**config.mk**
```make
export PLATFORM = sky130hd
export DESIGN_NAME = operand_fetch
export DESIGN_NICKNAME = d
export VERILOG_FILES = /design/src/rtl/opfetch_pkg.sv /design/src/rtl/operand_fetch_scoreboard.sv /design/src/rtl/operand_fetch.sv
export SDC_FILE = /design/constraint.sdc
export NUM_CORES = 1
export LEC_CHECK = 0
export ABC_AREA = 1
export CAP_MARGIN = 20
export CORE_MARGIN = 2
export CORE_UTILIZATION = 33
export DETAILED_ROUTE_END_ITERATION = 7
export PLACE_DENSITY = 0.73
export SLEW_MARGIN = 20
export SYNTH_ARGS = -nofsm -noshare
export SYNTH_HDL_FRONTEND = slang
export SYNTH_SLANG_ARGS = --single-unit
```
**constraint.sdc**
```tcl
create_clock -name clk -period 4.6 [get_ports clk]
set_input_delay 0.92 -clock clk [delete_from_list [all_inputs] [get_ports clk]]
set_output_delay 0.92 -clock clk [all_outputs]
set_load 0.005 [all_outputs]
```
**src/rtl/opfetch_pkg.sv**
```systemverilog
// opfetch_pkg: shared widths and the decoded-issue record for operand_fetch.
package opfetch_pkg;
  localparam int DATA_W = 32;
  localparam int NUM_REGS = 8;
  localparam int REG_W = $clog2(NUM_REGS);
  typedef struct packed {
    logic [REG_W-1:0]  src1;
    logic [REG_W-1:0]  src2;
    logic [REG_W-1:0]  dst;
    logic              wb;
    logic              use_imm;
    logic [DATA_W-1:0] imm;
  } issue_t;
endpackage

```
**src/rtl/operand_fetch_scoreboard.sv**
```systemverilog
// reg_scoreboard: pending-write bits with set-over-clear priority and three index queries.
module reg_scoreboard
  import opfetch_pkg::*;
(
  input  logic             clk,
  input  logic             rst_n,
  input  logic             i_set,
  input  logic [REG_W-1:0] i_set_idx,
  input  logic             i_clr,
  input  logic [REG_W-1:0] i_clr_idx,
  input  logic [REG_W-1:0] i_q1_idx,
  input  logic [REG_W-1:0] i_q2_idx,
  input  logic [REG_W-1:0] i_q3_idx,
  output logic             o_q1,
  output logic             o_q2,
  output logic             o_q3
);
  logic [NUM_REGS-1:0] r_pending;
  logic [NUM_REGS-1:0] w_set;
  logic [NUM_REGS-1:0] w_clr;
  assign w_set = i_set ? NUM_REGS'(1) << i_set_idx : '0;
  assign w_clr = i_clr ? NUM_REGS'(1) << i_clr_idx : '0;
  always_ff @(posedge clk or negedge rst_n)
    if (!rst_n) r_pending <= '0;
    else        r_pending <= (r_pending & ~w_clr) | w_set;
  assign o_q1 = r_pending[i_q1_idx];
  assign o_q2 = r_pending[i_q2_idx];
  assign o_q3 = r_pending[i_q3_idx];
endmodule

```
**src/rtl/operand_fetch.sv**
```systemverilog
// operand_fetch: register-file read, RAW/WAW scoreboard stall and operand capture stage.
// Define OPFETCH_WB_BYPASS_EN to forward wb_val to sources written in the same cycle.
module operand_fetch
  import opfetch_pkg::*;
(
  input  logic              clk,
  input  logic              rst_n,
  input  logic              clk_en,
  input  logic              in_valid,
  output logic              in_ready,
  input  logic [REG_W-1:0]  in_src1,
  input  logic [REG_W-1:0]  in_src2,
  input  logic [REG_W-1:0]  in_dst,
  input  logic              in_wb,
  input  logic              in_use_imm,
  input  logic [DATA_W-1:0] in_imm,
  output logic [REG_W-1:0]  rf_rd1,
  output logic [REG_W-1:0]  rf_rd2,
  input  logic [DATA_W-1:0] rf_q1,
  input  logic [DATA_W-1:0] rf_q2,
  input  logic              wb_en,
  input  logic [REG_W-1:0]  wb_reg,
  input  logic [DATA_W-1:0] wb_val,
  output logic              out_valid,
  input  logic              out_ready,
  output logic [DATA_W-1:0] out_a,
  output logic [DATA_W-1:0] out_b,
  output logic [REG_W-1:0]  out_dst,
  output logic              out_wb
);
  issue_t            w_iss;
  logic              w_pend1, w_pend2, w_pendd;
  logic              w_byp1, w_byp2;
  logic              w_hazard, w_fire;
  logic [DATA_W-1:0] w_a, w_b;
  logic              r_out_valid;
  logic [DATA_W-1:0] r_out_a, r_out_b;
  logic [REG_W-1:0]  r_out_dst;
  logic              r_out_wb;

  assign w_iss = '{src1: in_src1, src2: in_src2, dst: in_dst, wb: in_wb, use_imm: in_use_imm, imm: in_imm};
  assign rf_rd1 = w_iss.src1;
  assign rf_rd2 = w_iss.src2;

  reg_scoreboard u_sb (
    .clk       (clk),
    .rst_n     (rst_n),
    .i_set     (w_fire && w_iss.wb),
    .i_set_idx (w_iss.dst),
    .i_clr     (wb_en),
    .i_clr_idx (wb_reg),
    .i_q1_idx  (w_iss.src1),
    .i_q2_idx  (w_iss.src2),
    .i_q3_idx  (w_iss.dst),
    .o_q1      (w_pend1),
    .o_q2      (w_pend2),
    .o_q3      (w_pendd)
  );

`ifdef OPFETCH_WB_BYPASS_EN
  assign w_byp1 = wb_en && (wb_reg == w_iss.src1);
  assign w_byp2 = wb_en && (wb_reg == w_iss.src2);
  assign w_a = w_byp1 ? wb_val : rf_q1;
  assign w_b = w_iss.use_imm ? w_iss.imm : (w_byp2 ? wb_val : rf_q2);
`else
  logic w_unused_wb_val;
  assign w_unused_wb_val = ^wb_val;
  assign w_byp1 = 1'b0;
  assign w_byp2 = 1'b0;
  assign w_a = rf_q1;
  assign w_b = w_iss.use_imm ? w_iss.imm : rf_q2;
`endif

  // A writer retiring this cycle releases the destination even without bypass.
  assign w_hazard = (w_pend1 && !w_byp1)
                 || (!w_iss.use_imm && w_pend2 && !w_byp2)
                 || (w_iss.wb && w_pendd && !(wb_en && wb_reg == w_iss.dst));
  assign in_ready = clk_en && !w_hazard && (!r_out_valid || out_ready);
  assign w_fire = in_valid && in_ready;

  always_ff @(posedge clk or negedge rst_n)
    if (!rst_n) begin
      r_out_valid <= 1'b0;
      r_out_a     <= '0;
      r_out_b     <= '0;
      r_out_dst   <= '0;
      r_out_wb    <= 1'b0;
    end else if (w_fire) begin
      r_out_valid <= 1'b1;
      r_out_a     <= w_a;
      r_out_b     <= w_b;
      r_out_dst   <= w_iss.dst;
      r_out_wb    <= w_iss.wb;
    end else if (clk_en && out_ready) r_out_valid <= 1'b0;

  assign out_valid = r_out_valid;
  assign out_a     = r_out_a;
  assign out_b     = r_out_b;
  assign out_dst   = r_out_dst;
  assign out_wb    = r_out_wb;
endmodule

```
[Word level (Yosys, flattened, before mapping)]
Cells that the tools add are included.
Storage, ports and cells
  memories kept: 0
  flip-flop bits (word level): 77
  RAM bits: 0
  output and inout bits: 76
  input bits: 148
  bits in latches: 0
  bits in read-only memories: 0
Cells by class
  add/sub/neg operators: 0
  shift-type cells: 2
  reductions and logical operators: 17
  divide/modulo/power cells: 0
  equality and inequality tests: 1
  $lt $le $gt $ge: 3
  bitwise gates (word level): 3
  mux-type cells: 11
  $mul: 0
Operator list (number)
  32-bit 2-to-1 mux: 1
  8-bit 2-to-1 mux: 2
  1-bit by 3-bit left shift with 8-bit output (first input constant): 2
  3-bit by 4-bit less-than comparator with 1-bit output (second input constant): 3
  1-bit binary-select mux with 3-bit select: 3
  1-bit logical AND: 9
  8-bit bitwise AND: 1
  8-bit NOT: 1
  8-bit bitwise OR: 1
  1-bit 2-to-1 mux: 5
  1-bit logical NOT: 4
  3-bit == test: 1
  1-bit logical OR: 3
  2-bit nonzero test: 1

[Longest topological paths before layout]
Gate-level depths: netlist of the first run.
  word-level depth: 12
  depth in mapped cells: 13

[By module]
A second synthesis of the first run with hierarchy kept.
Second synthesis, totals
  cell total of the unflattened synthesis: 487
  area, all modules: 3967.6 um^2
Modules (own cells, without submodules)
  operand_fetch: sequential area each 1726.7 um^2, cells each 377, area an instance 3349.5 um^2, instances 1
  reg_scoreboard: sequential area each 200.2 um^2, cells each 110, area an instance 618.1 um^2, instances 1

[Least setup slack after synthesis of the first run]
Ideal clock, no wire load.
  path type: input to output
  from: input port in_dst[2]
  to: output port in_ready
  setup slack: 1.816 ns
  data arrival time: 1.864 ns
  required time: 3.680 ns
  cell stages on the path: 11
  cell sequence: buf_2 > inv_2 > nand2_1 > nand2_1 > nor2_1 > nand2_1 > nand3_1 > nor2_2 > nor2_4 > buf_6 > buf_4
On the way
  cells in the longest elaborated chain, start to end: 8
RTL lines
  start: declaration: line operand_fetch.sv:13  | input logic [REG_W-1:0] in_dst,
  1-bit binary-select mux with 3-bit select or 3-bit == test (tied branches): line operand_fetch_scoreboard.sv:28, operand_fetch.sv:77
  1-bit 2-to-1 mux (implied by the code) or 1-bit logical AND (tied branches): line operand_fetch_scoreboard.sv:28, operand_fetch.sv:77
  1-bit logical AND or 1-bit logical NOT (tied branches): line operand_fetch.sv:77  | || (w_iss.wb && w_pendd && !(wb_en && wb_reg == w_iss.dst));
  1-bit logical AND *: line operand_fetch.sv:77
  1-bit logical OR *: line operand_fetch.sv:77
  1-bit logical NOT *: line operand_fetch.sv:78  | assign in_ready = clk_en && !w_hazard && (!r_out_valid || out_ready);
  1-bit logical AND * (2 in series): line operand_fetch.sv:78
  end: declaration: line operand_fetch.sv:10  | output logic in_ready,
Every way passes the cells marked *; elsewhere a longest branch is shown, timed or not. The select of a mux whose other input is x is not followed.

[Worst setup path after layout of the first run]
Same ends and word-level chain as after synthesis.

==> results of run 1 <==
==> synth_stat cells, drive strengths merged <==
library cell	instances
nand2	288
nand3	81
dfrtp	77
inv	26
buf	24
clkbuf	14
o21ai	14
nor2	11
nand4	4
a21oi	2
o211ai	1
o22ai	1
==> cell families (layout without fill, tap and decap cells) <==
group | Yosys count | count (layout) | synth area share [%]
buf+inv | 64 | 238 | 7.905
simple gates | 384 | 384 | 40.20
flops | 77 | 77 | 49.49
compound gates | 18 | 18 | 2.410
==> cell type report <==
cell class	count	area, um2
clock inverters	3	42.54
fillers	1129	5334
repair buffers	196	1958
well taps	143	178.9
clock buffers	13	270.3
flip-flops and latches	77	1927
inverters	26	97.59
multi-input cells	402	1659
==> metrics by stage <==
step / setup WS, ns / hold WS (ns)
CTS: 0.8836 / 0.4722
floorplan: 1.816 / 0.4654
global placement: 0.8592 / 0.4527
finish: 0.8714 / 0.4681
detailed placement: 0.8883 / 0.4576
global route: 0.7918 / 0.4889
==> worst min-delay path by stage <==
stage              start   endpoint  slack (ns)  cells past startpoint
3_3_place_gp   out_b[19]  out_b[19]        0.45                      2
4_1_cts         out_a[1]   out_a[1]        0.47                      2
6_report        out_a[1]   out_a[1]        0.47                      2
2_1_floorplan   out_a[0]   out_a[0]        0.47                      2
5_1_grt        out_b[17]  out_b[17]        0.49                      2
3_5_place_dp   out_a[18]  out_a[18]        0.46                      2
==> where the power goes <==
| group | internal [mW] | switching, mW | leakage (nW) | total [mW] |
|---|---|---|---|---|
| Combinational | 0.475 | 0.324 | 1.95 | 0.798 |
| Sequential | 0.858 | 0.101 | 0.966 | 0.959 |
| Clock | 0.464 | 0.268 | 0.152 | 0.731 |
| Total | 1.80 | 0.692 | 3.07 | 2.49 |
==> registers in the layout, summed over array words and instances (netlist names) <==
signal	count
out_a	32
out_b	32
u_sb.r_pending	8
out_dst	3
out_valid	1
out_wb	1
==> critical path, stage by stage <==
cell	delay, ns
clkdlybuf4s50_1	0.70
inv_2	0.13
nand2_1	0.08
nand2_1	0.05
nor2_1	0.08
nand2_1	0.05
nand3_1	0.09
nor2_2	0.05
nor2_4	0.13
clkdlybuf4s50_1	0.51
==> per-layer routing <==
layer | vias up | routed length (um)
li1 | 2035 | -
met3 | 16 | 905
met2 | 149 | 5768
met1 | 1831 | 4840
met4 | 0 | 223
met5 | - | 0
==> results.sh, run 1 <==
export IMPL_status="complete, no violations"
export IMPL_routedWlPerCell_um=13.65
export IMPL_numCtsBuffers=9
export IMPL_synthesis_instances=543
export IMPL_synth_top_area_share_pct=49.49
export IMPL_clock_tree_buffer_depth=2
export IMPL_chipWidth_um=112.6
export IMPL_number_of_diodes_added_for_antenna_fixing=0
export IMPL_synthesis_area_mm2=0.003894
export IMPL_fin_skew_ns=0.007376
export IMPL_stdcell_count=860
export IMPL_power_per_cell_area_mw_per_mm2=405.7
export IMPL_period_needed_ns=3.729
export IMPL_grt_pass1_wl_um=19170
export IMPL_place_area_mm2=0.005817
export IMPL_sequential_cell_area_fraction_in_the_yosys_report_pct=49.49
export IMPL_min_path_type="reg2reg"
export IMPL_coreArea_mm2=0.01147
export IMPL_placementRows=39
export IMPL_syn2layout_area_growth_pct=57.52
export IMPL_total_power_mw=2.488
export IMPL_grt_busiest_layer="met2"
export IMPL_crit_reg2reg_capture="out_a[21]"
export IMPL_static_leakage_power_nw=3.072
export IMPL_detail_route_wirelength_um=11740
export IMPL_grt_use_total_pct=18.76
export IMPL_tritoncts="built"
export IMPL_critical_path_max_fanout=8
export IMPL_timing_setup_tns_ns=0
export IMPL_beginning_of_the_worst_register_to_register_path="u_sb.r_pending[1]"
export IMPL_finish_utilization_pct=53.49
export IMPL_timing_final_hold_violations=0
export IMPL_place_gp_congestion=0.8840
export IMPL_synth_top_area_cell="dfrtp_1"
export IMPL_gr_usage_met1_pct=23.20
export IMPL_port_buffers=191
export IMPL_clkSinkCount=77
export IMPL_clkTransAtPathRegs_ns=0.06
export IMPL_timing_slew_headroom_pct=48.49
export IMPL_grt_antenna_before_repair=0
export IMPL_post_cts_setup_buffer_count=0
export IMPL_detail_route_antenna_nets=0
export IMPL_startpoint_type="primary input"
export IMPL_synth_yosys_warnings=0
export IMPL_syn_area_per_cell_um2=7.171
export IMPL_ff2ff_path_depth=12
export IMPL_max_slew_worst_pin_slew_ns=0.7727
export IMPL_postLayoutCellArea_mm2=0.006133
export IMPL_initial_core_utilization_pct=33.96
export IMPL_mostFrequentLayoutCells="287 x nand2_1, 189 x clkdlybuf4s50_1, 81 x nand3_1"
export IMPL_rsz0062_at_grt="false"
export IMPL_cts_hold_buf=0
export IMPL_synth_seq_cells=77
export IMPL_dp_hpwl_um=8331
export IMPL_worst_ep_required_time_ns=3.68
export IMPL_timing_reg2reg_setup_slack_ns=2.48
export IMPL_layout_cells_most_common="nand2_1"
export IMPL_vias_per_cell=4.687
export IMPL_vdd_ir_drop_max_uv=172.1
export IMPL_post_route_cells_drive_above_1_share_pct=3.766
export IMPL_drv_slew=0
export IMPL_dpl_cell_count=844
export IMPL_timing_worst_setup_path_type="in2out"
export IMPL_timing_final_setup_violations=0
export IMPL_dr_first_iter_drc_count=189
export IMPL_route_vias_total=4031
export IMPL_grt_max_degree=78
export IMPL_finalCritPeriodShare_pct=81.06
export IMPL_detail_route_drc_violations=0
export IMPL_worstPathArrival_ns=2.81
export IMPL_max_cap_viol_count=0
export IMPL_aggregate_global_routing_overflow=0
export IMPL_dieHeight_um=112.6
export IMPL_synth_distinct_cells=20
export IMPL_first_pass_iters=5
export IMPL_cp_endpoint="in_ready"
export IMPL_syn_nets=691
export IMPL_total_die_area_mm2=0.01268
export IMPL_layout_nets=860
export IMPL_clock_fmax_mhz=268.2
export IMPL_top_level_ports=224
export IMPL_htreeDepth=3
export IMPL_synth_area_leaders="dfrtp_1 49%, nand2_1 28%, nand3_1 10%"
export IMPL_worstSetupEndpointType="primary output"
export IMPL_use_met2_pct=31.42
export IMPL_clk_insertion_delay_late_ns=0.33
export IMPL_cp_startpoint="in_dst[2]"
export IMPL_met3_track_utilization_from_global_routing_pct=4.698
export IMPL_cts_resized=0
export IMPL_clk_tree_root_cell="clkbuf_16"
export IMPL_via_count_of_the_first_global_routing_pass=3957
Power figures use the tool's default switching activity.
==> inputs of run 2 (changes only) <==
--- a/config.mk
+++ b/config.mk
@@ -10,7 +10,7 @@
 export CORE_MARGIN = 2
 export CORE_UTILIZATION = 33
 export DETAILED_ROUTE_END_ITERATION = 7
-export PLACE_DENSITY = 0.73
+export PLACE_DENSITY = 0.76
 export SLEW_MARGIN = 20
 export SYNTH_ARGS = -nofsm -noshare
 export SYNTH_HDL_FRONTEND = slang
==> constraint.sdc (replaced) <==
create_clock -name clk -period 3.24 [get_ports clk]
set_input_delay 0.648 -clock clk [delete_from_list [all_inputs] [get_ports clk]]
set_output_delay 0.648 -clock clk [all_outputs]
set_load 0.005 [all_outputs]
==> run 2 against run 1 <==
  * Clock skew rose by 0.0018 ns
  * Cell count rose by 0.58%
  * Sequential cell count did not move
  * Highest routed layer unchanged
==> results.sh, run 2 (same netlist as run 1, synthesis figures left out) <==
export IMPL_cts_hold_buf=0
export IMPL_critical_path_max_fanout=7
export IMPL_detail_route_antenna_nets=0
export IMPL_status="complete, no violations"
export IMPL_crit_reg2reg_capture="out_a[3]"
export IMPL_clkSinkCount=77
export IMPL_total_power_mw=3.642
export IMPL_proportion_of_power_drawn_by_flip_flops_and_latches_pct=37.3
export IMPL_stdcell_count=865
export IMPL_numCtsBuffers=9
export IMPL_postLayoutCellArea_mm2=0.006195
export IMPL_layout_cells_most_common="nand2_1"
export IMPL_routedWlPerCell_um=13.77
export IMPL_ff2ff_path_depth=13
export IMPL_initial_core_utilization_pct=33.96
export IMPL_dp_hpwl_um=8561
export IMPL_grt_use_total_pct=18.72
export IMPL_crit_top_cell="nand2_1"
export IMPL_drv_slew=0
export IMPL_power_switching_fraction_pct=27.27
export IMPL_vdd_ir_drop_max_uv=275.4
export IMPL_tritoncts="built"
export IMPL_timing_critical_path_max_delay_family="buffers and inverters"
export IMPL_post_cts_setup_buffer_count=0
export IMPL_grt_antenna_before_repair=0
export IMPL_internal_power_mw=2.649
export IMPL_grt_max_degree=78
export IMPL_detail_route_drc_violations=0
export IMPL_finalCritPeriodShare_pct=93.93
export IMPL_vias_per_cell=4.688
export IMPL_num_fill_cells=1073
export IMPL_worstSetupEndpointType="primary output"
export IMPL_place_gp_congestion=0.8765
export IMPL_dieHeight_um=112.6
export IMPL_comb_power_share_pct=31.4
export IMPL_multiInputGateArea_mm2=0.001659
export IMPL_period_needed_ns=3.043
export IMPL_timing_slew_headroom_pct=35.11
export IMPL_timing_final_hold_violations=0
export IMPL_clkTransAtPathRegs_ns=0.06
export IMPL_timing_setup_tns_ns=0
export IMPL_fin_skew_ns=0.009148
export IMPL_netSwitchingPower_mw=0.9929
export IMPL_max_slew_worst_pin_slew_ns=0.9733
export IMPL_worst_ep_required_time_ns=2.59
export IMPL_timing_worst_setup_path_type="in2out"
export IMPL_dpl_cell_count=849
export IMPL_startpoint_type="primary input"
export IMPL_detail_route_wirelength_um=11910
export IMPL_grt_pass1_wl_um=19120
export IMPL_cp_slowest_stage_delay_ns=0.64
export IMPL_clock_fmax_mhz=328.6
export IMPL_timing_final_setup_violations=0
export IMPL_coreArea_mm2=0.01147
export IMPL_timing_critical_path_cells="clkdlybuf4s50_1 -> inv_2 -> nand2_1 -> nand2_1 -> nor2_1 -> nand2_1 -> nand3_1 -> nor2_2 -> nor2_4 -> clkdlybuf4s50_1"
export IMPL_post_route_cells_drive_above_1_share_pct=4.432
export IMPL_beginning_of_the_worst_register_to_register_path="u_sb.r_pending[1]"
export IMPL_cts_resized=0
export IMPL_syn2layout_area_growth_pct=59.09
export IMPL_timing_reg2reg_setup_slack_ns=1.02
export IMPL_power_per_cell_area_mw_per_mm2=587.9
export IMPL_number_of_diodes_added_for_antenna_fixing=0
export IMPL_static_leakage_power_nw=3.105
export IMPL_clock_tree_buffer_depth=2
export IMPL_top_level_ports=224
export IMPL_total_die_area_mm2=0.01268
export IMPL_timing_critical_path_buf_inv=3
export IMPL_clk_insertion_delay_late_ns=0.33
export IMPL_place_area_mm2=0.005854
export IMPL_chipWidth_um=112.6
export IMPL_clk_tree_root_cell="clkbuf_16"
export IMPL_rsz0062_at_grt="false"
export IMPL_placementRows=39
export IMPL_dr_first_iter_drc_count=173
export IMPL_port_buffers=191
export IMPL_htreeDepth=3
export IMPL_mostFrequentLayoutCells="287 x nand2_1, 189 x clkdlybuf4s50_1, 81 x nand3_1"
export IMPL_worstPathArrival_ns=2.40
export IMPL_finish_utilization_pct=54.02
export IMPL_first_pass_iters=4
export IMPL_critical_path_slowest_cell="clkdlybuf4s50_1"
export IMPL_min_path_type="in2async"
export IMPL_sequential_cell_area_mm2=0.001927
export IMPL_layout_nets=865
export IMPL_cp_startpoint="in_dst[0]"
export IMPL_aggregate_global_routing_overflow=0
export IMPL_route_vias_total=4055
export IMPL_max_cap_viol_count=0
export IMPL_via_count_of_the_first_global_routing_pass=4057
export IMPL_power_share_clock_pct=31.2
run 2: cell types whose count changed in the layout (fill, tap and decap cells not counted), sizes merged:
cell	before	now
bufinv	1	3
buf	7	12
clkinv	1	2
clkbuf	13	10
run 2: cell type report:
cell class,count,share of cell area (%)
Clock buffer,10,3.696
Tap cell,143,2.888
Clock inverter,6,1.798
Timing Repair Buffer,201,32.16
Inverter,26,1.575
Sequential cell,77,31.10
Multi-Input combinational cell,402,26.78
run 2: worst reg2reg max path, stage by stage, from the launching register on:
cell and delay (ns):
dfrtp_1 0.41, inv_1 0.10, nand2_1 0.05, nand3_1 0.09
nand2_1 0.06, nand2_1 0.05, nand2_1 0.05, nor2_1 0.08
nand2_1 0.09, nor2_4 0.09, buf_4 0.31, buf_4 0.51
nand3_1 0.16, nand2_1 0.12
run 2: how the worst max path moves through the flow:
stage / slack, ns / cells past startpoint / endpoint
final: 0.20 / 10 / in_ready
after global routing: 0.05 / 11 / in_ready
after CTS: 0.19 / 10 / in_ready
after detailed placement: 0.16 / 12 / out_a[3]
after global placement: 0.19 / 10 / in_ready
after floorplan: 1.00 / 11 / in_ready
run 2: per-stage QoR:
| step | hold WS [ns] | worst slack [ns] |
|---|---|---|
| floorplan | 0.3524 | 1.000 |
| global placement | 0.4526 | 0.1894 |
| detailed placement | 0.4570 | 0.1600 |
| CTS | 0.4715 | 0.1891 |
| global route | 0.4883 | 0.04845 |
| finish | 0.4525 | 0.1966 |
run 2: routing by layer:
layer / part of all wire [%] / GRT usage (%)
met5: 0 / 0
met3: 7.7 / 5.994
met1: 40 / 21.71
met4: 3.6 / 8.943
met2: 48 / 31.38
run 2: power groups by stage:
stage                     Clock, mW  Combinational (mW)  Sequential, mW
after floorplan                   0               0.359            1.39
after global placement            0                1.13            1.36
after detailed placement          0                1.16            1.37
after CTS                      1.17                1.16            1.36
after global routing           1.20                1.25            1.39
final                          1.14                1.15            1.36
